$ cat config.mk
export PLATFORM = sky130hd
export DESIGN_NAME = reg_file_sb
export DESIGN_NICKNAME = d
export VERILOG_FILES = /design/src/rtl/reg_file_sb.sv
export SDC_FILE = /design/constraint.sdc
export NUM_CORES = 2
export LEC_CHECK = 0
export CAP_MARGIN = 5
export CORE_ASPECT_RATIO = 0.6
export CORE_MARGIN = 3
export CORE_UTILIZATION = 58
export CTS_CLUSTER_DIAMETER = 30
export DETAILED_ROUTE_END_ITERATION = 10
export PLACE_DENSITY = 0.75
export SLEW_MARGIN = 30
export SYNTH_ARGS = -nofsm -noshare
export SYNTH_HDL_FRONTEND = slang
export SYNTH_SLANG_ARGS = --single-unit
$ cat constraint.sdc
create_clock -name clk -period 2.9 [get_ports clk]
set_clock_uncertainty 0.2 [all_clocks]
set_input_delay 0.29 -clock clk [delete_from_list [all_inputs] [get_ports clk]]
set_output_delay 0.29 -clock clk [all_outputs]
set_load 0.005 [all_outputs]
$ cat src/rtl/reg_file_sb.sv
// Integer register file with a per-register busy scoreboard feeding the ALU operands.
// Define RF_BYPASS_EN to forward same-cycle write-back data to the read ports.
module reg_file_sb #(
  parameter int unsigned DATA_W = 32,
  parameter int unsigned NREG   = 32,
  parameter int unsigned ADDR_W = 5
) (
  input  logic              clk,
  input  logic              rst_n,
  input  logic [ADDR_W-1:0] rs1,
  input  logic [ADDR_W-1:0] rs2,
  output logic [DATA_W-1:0] rd1,
  output logic [DATA_W-1:0] rd2,
  input  logic              iss_en,
  input  logic [ADDR_W-1:0] iss_rd,
  input  logic              wb_en,
  input  logic [ADDR_W-1:0] wb_rd,
  input  logic [DATA_W-1:0] wb_data,
  output logic              stall
);

  logic [DATA_W-1:0] regs_q [NREG];
  logic [DATA_W-1:0] regs_d [NREG];
  logic [NREG-1:0]   busy_q, busy_d;
  logic              hit1, hit2;

  always_comb begin
    regs_d = regs_q;
    busy_d = busy_q;
    for (int unsigned i = 1; i < NREG; i++) begin
      if (wb_en && (wb_rd == ADDR_W'(i))) begin
        regs_d[i] = wb_data;
      end
      // A new issue wins over a retiring write-back: the new producer is still outstanding.
      if (iss_en && (iss_rd == ADDR_W'(i))) begin
        busy_d[i] = 1'b1;
      end else if (wb_en && (wb_rd == ADDR_W'(i))) begin
        busy_d[i] = 1'b0;
      end
    end
    regs_d[0] = '0;
    busy_d[0] = 1'b0;
  end

  always_ff @(posedge clk or negedge rst_n) begin
    if (!rst_n) begin
      for (int unsigned i = 0; i < NREG; i++) begin
        regs_q[i] <= '0;
      end
      busy_q <= '0;
    end else begin
      regs_q <= regs_d;
      busy_q <= busy_d;
    end
  end

`ifdef RF_BYPASS_EN
  assign hit1 = wb_en && (wb_rd == rs1) && (rs1 != '0);
  assign hit2 = wb_en && (wb_rd == rs2) && (rs2 != '0);
`else
  assign hit1 = 1'b0;
  assign hit2 = 1'b0;
`endif

  always_comb begin
    rd1 = '0;
    rd2 = '0;
    if (hit1) begin
      rd1 = wb_data;
    end else if (rs1 != '0) begin
      rd1 = regs_q[rs1];
    end
    if (hit2) begin
      rd2 = wb_data;
    end else if (rs2 != '0) begin
      rd2 = regs_q[rs2];
    end
  end

  assign stall = ((rs1 != '0) && busy_q[rs1] && !hit1) ||
                 ((rs2 != '0) && busy_q[rs2] && !hit2);

endmodule

After elaboration in Yosys (flattened, before gate mapping)

Index checks and enable logic that the tools add are counted.

Flip-flop bits (word level): 1,023
Bits of input ports: 56
Output and inout bits: 65
Logic and storage cells: 302

Magnitude comparators: 4
Eq/ne operators: 62
Mux-type cells: 74
Bitwise logic cells: 2
Reductions and logical operators: 98

Operator list:

| operator                                                    | number |
|---|---|
| binary-select mux 32 bit (select 5 bit)                     | 2 |
| 2-to-1 mux 32 bit                                           | 6 |
| == test 5 bit (second input constant)                       | 32 |
| == test 5 x 4 -> 1 bit (second input constant)              | 16 |
| logical AND 1 bit                                           | 64 |
| 2-to-1 mux 1 bit                                            | 64 |
| nonzero test 2 bit                                          | 31 |
| == test 5 x 3 -> 1 bit (second input constant)              | 8 |
| == test 5 x 2 -> 1 bit (second input constant)              | 4 |
| greater-or-equal comparator 6 bit (second input constant)   | 2 |
| less-than comparator 5 x 6 -> 1 bit (second input constant) | 2 |
| inverter 5 -> 6 bit                                         | 2 |
| binary-select mux 1 bit (select 5 bit)                      | 2 |
| == test 5 x 1 -> 1 bit (second input constant)              | 2 |
| nonzero test 5 bit                                          | 2 |
| logical OR 1 bit                                            | 1 |

Longest topological paths before layout

Depth after elaboration: 5
Depth in mapped cells: 8
Gate-level depth less buffers: 5

Least setup slack after synthesis

OpenSTA, ideal clock, no wires.

Path kind: input to output
Start: input rs1[1]
End: output rd1[0]
Arrival: 2.100 ns
Data required time: 2.410 ns
Slack: 0.310 ns
Cell stages on the path: 6
Path buffers: 3
Cells stage by stage: buf_2 clkbuf_1 clkbuf_1 mux4_2 mux4_2 mux2_2

Longest elaborated chain between the ends: 5
Elaborated cells on any way between the ends: 6
Those cells by class: mux (4); bitwise (1); reduce/logical (1)

Ends and longest elaborated chain:

| what                                                 | line | text |
|---|---|---|
| start, declared                                      | 10   | `input logic [ADDR_W-1:0] rs1,` |
| inverter 5 -> 6 bit (implied by the code)            | 71   | `rd1 = regs_q[rs1];` |
| binary-select mux 32 bit (select 5 bit)              | 71   |  |
| 2-to-1 mux 32 bit (implied by the code) (2 in a row) | 71   |  |
| 2-to-1 mux 32 bit *                                  | 70   | `end else if (rs1 != '0) begin` |
| end, declared                                        | 12   | `output logic [DATA_W-1:0] rd1,` |

Mark *: on every way between the ends. The rest lies on a longest branch, timed or not. The select of a mux whose other input is x is not followed.

Worst setup path after layout

Start: register regs_q[562] in the netlist's numbering
End: output rd1[18]

Longest elaborated chain between the ends: 4

Ends and longest elaborated chain:

| what                                                 | line | text |
|---|---|---|
| start, declared                                      | 22   | `logic [DATA_W-1:0] regs_q [NREG];` |
| start signal, assigned                               | 52   | `regs_q <= regs_d;` |
| binary-select mux 32 bit (select 5 bit)              | 71   |  |
| 2-to-1 mux 32 bit (implied by the code) (2 in a row) | 71   |  |
| 2-to-1 mux 32 bit                                    | 70   |  |

No other way between the ends. The select of a mux whose other input is x is not followed.

==> results.py <==
metrics = {
    "sta": {
        "hold_viol_final": 22,
        "grt_setup_unrepaired": "yes",
        "fin_crit_ns": 3.181,
        "finalSetupTns_ns": -8.248,
        "finalCritPeriodShare": 1.097,
        "slew_viol_final": 0,
        "max_freq_ghz": 0.3144,
        "fin_ws_ns": -0.2808,
        "max_slew_margin": 0.4144,
        "holdWs_ns": -0.02103,
        "tightest_slew_ns": 0.8757,
        "finalSetupViolations": 63,
    },
    "critical_path": {
        "slowest_delay_ns": 0.51,
        "criticalPathCategory": "register to output pin",
        "r2r_slack_ns": 1.68,
        "required_ns": 2.41,
        "critical-path-top-delay-family": "multiplexers",
        "path_cells": "buf_6 -> mux4_2 -> mux4_2 -> mux2_4 -> buf_6",
        "cp.arrival_ns": 2.69,
        "end_kind": "output pin",
        "critPathBufInv": 2,
        "timing.rr.start": "regs_q[573]",
        "worstReg2RegEnd": "regs_q[573]",
        "critPathLaunchType": "register",
        "critical-path-slowest-cell": "mux4_2",
        "rr_worst_depth": 3,
        "cp_max_fo": 2,
    },
    "global_routing": {
        "antenna_found_initial": 5,
        "use_met2": 0.5230,
        "grt_pass1_wl_mm": 256.0,
        "grt_pass1_vias": 37940,
        "grt-ovfl-total": 0,
        "gr-max-usage-layer": "met2",
        "grt_max_degree": 105,
        "grt_use_met1": 0.5034,
        "grt_use_met3": 0.1019,
        "grt_use_total": 0.3565,
    },
    "place": {
        "placed_area_um2": 59710,
        "place_congestion": 0.8988,
        "io_buffers": 120,
        "hpwl_mm": 106.1,
        "post-place-ws_ns": -0.3067,
    },
    "clocking": {
        "cts.sinks": 1023,
        "clkTransAtPathRegs_ns": 0.05,
        "clk-insertion-delay-late_ns": 0.76,
        "cts_tree": "yes",
        "h-tree-depth": 4,
        "cts-root-buf": "clkbuf_16",
        "cts_buffer_depth": 3,
        "numCtsBuffers": 149,
    },
    "floorplanning": {
        "rows": 86,
        "die_w_um": 401.6,
        "start_util": 0.5891,
        "dieArea_um2": 97720,
        "dieHeight_um": 243.3,
        "core_um2": 92430,
        "ios": 121,
    },
    "flow_run": {
        "drv_cap": 0,
    },
    "outcome": {
        "violations": "negative hold slack, negative setup slack",
        "status": "finished with violations",
    },
    "synth": {
        "ys_types": 40,
        "syn_nets": 3481,
        "ys_seq_area_frac": 0.4701,
        "yosys_warnings": 0,
        "synth_cells": 3425,
        "ys_ff_latch": 1023,
        "netlist_area_um2": 54450,
        "ys.flop_type": "dfrtp_1",
        "synth_edf_count": 0,
        "postSynth.asyncResetShare": 1.000,
        "syn_avg_cell_area_um2": 15.90,
    },
    "finish": {
        "layout.nets": 3749,
        "drive_gt1_frac": 0.6470,
        "fin_area_um2": 65850,
        "syn_to_final_growth_pct": 20.92,
    },
    "detailed_routing": {
        "drc": 0,
        "wl_mm": 171.4,
        "postRouteAntennaNets": 0,
        "vias": 36170,
        "via_per_inst": 7.159,
        "wl_per_cell_um": 33.93,
        "dr.pass1.iters": 6,
        "drt_first_iter_violations": 4154,
    },
    "worst_hold_path": {
        "min_to": "regs_q[425]",
        "holdCritPathClass": "primary input to register",
        "min_path_cells": 2,
        "hold_start": "wb_data[9]",
    },
    "pwr": {
        "p_leak_nw": 28.56,
        "ir_drop_mv": 0.6982,
        "power_density_nw_per_um2": 738.4,
    },
}
==> kinds of logic after synthesis <==
group	after synthesis	synth area share
buffers and inverters	394	0.03003
flip-flops	1023	0.4701
AND/OR/NAND/NOR	215	0.01687
multiplexers	1680	0.4680
AO/OA/AOI/OAI	113	0.01500
==> sequential cells by signal, indices dropped and copies added, names as in the netlist <==
signal and count:
busy_q 31, regs_q 992
==> metal layers <==
| layer | up-vias | wire, um |
|---|---|---|
| met2 | 2262 | 77270 |
| met4 | 2 | 7356 |
| met3 | 480 | 19720 |
| li1 | 13910 | - |
| met1 | 19520 | 67030 |
| met5 | - | 13 |
==> report_power, final <==
group	switching, W	leakage (nW)	internal, W
clock	0.00739	2.56	0.0117
sequential	0.00227	13.0	0.0171
combinational	0.00380	13.0	0.00639
==> placed cells by master (no fill, tap or decap), drive strengths merged, types with 6 or more instances in the layout <==
cell / instances
dlygate4sd3: 27
a22o: 40
mux4: 587
mux2i: 36
mux2: 1057
nor2b: 10
bufinv: 17
o22ai: 9
clkinv: 35
nand2: 55
dfrtp: 1023
buf: 446
clkbuf: 173
clkinvlp: 13
nand3: 6
inv: 60
nand2b: 6
o21ai: 40
nor2: 115
clkdlybuf4s50: 17
==> cells in the mapped netlist (2+ instances only) <==
cell,count,area (um^2)
mux2_2,1057,11900
dfrtp_1,1023,25600
mux4_2,587,13220
clkbuf_1,236,885.9
nor2_1,115,431.7
buf_2,83,415.4
nand2_1,55,206.5
buf_1,43,161.4
a22o_1,40,350.3
o21ai_0,40,200.2
mux2i_1,36,360.4
inv_1,20,75.07
nor2b_1,10,62.56
o22ai_1,9,56.30
buf_4,8,60.06
nand2b_1,6,37.54
nand3_1,6,30.03
and3_1,5,31.28
nand4_1,5,31.28
a32o_1,4,40.04
nor3_1,4,20.02
o32ai_1,4,35.03
a2111oi_0,3,26.28
buf_6,3,33.78
o31ai_1,3,22.52
a211oi_1,2,15.01
a311oi_1,2,17.52
and2_1,2,12.51
nor3b_1,2,15.01
o311ai_0,2,17.52
==> final cells by class <==
| type | instances | area (um^2) |
|---|---|---|
| multi-input combinational | 2008 | 27890 |
| fill | 5590 | 26590 |
| sequential | 1023 | 25600 |
| timing repair buffer | 490 | 5468 |
| clock buffer | 173 | 4013 |
| tap | 1232 | 1541 |
| clock inverter | 104 | 1251 |
| inverter | 21 | 78.83 |
| antenna | 1 | 2.502 |
==> per-stage QoR <==
step / utilization / total power [W] / cells
finish: 0.7124 / 0.04862 / 5052
global route: 0.7123 / 0.05028 / 5051
CTS: 0.7086 / 0.04851 / 5015
detailed placement: 0.6460 / 0.02908 / 4713
global placement: 0.6460 / 0.02836 / 4713
floorplan: - / 0.02544 / 3425
==> how the worst max path moves through the flow <==
| stage | slack [ns] | start | depth (start not counted) | end |
|---|---|---|---|---|
| after floorplan | 0.31 | rs1[1] | 6 | rd1[0] |
| after global placement | -0.30 | rs2[0] | 8 | rd2[15] |
| after detailed placement | -0.31 | rs1[0] | 7 | rd1[25] |
| after CTS | -0.31 | regs_q[562] | 5 | rd1[18] |
| after global routing | -0.31 | regs_q[315] | 5 | rd1[27] |
| final | -0.28 | regs_q[562] | 5 | rd1[18] |
==> repair_timing <==
action                     CTS  global route
hold buffers                 2            26
setup buffers               30            10
setup endpoints to repair   65            65
pin swaps                   54            41
resized for setup          423            38
hold endpoints to repair   948           507
No activity file was read; power rests on OpenSTA's default activity.
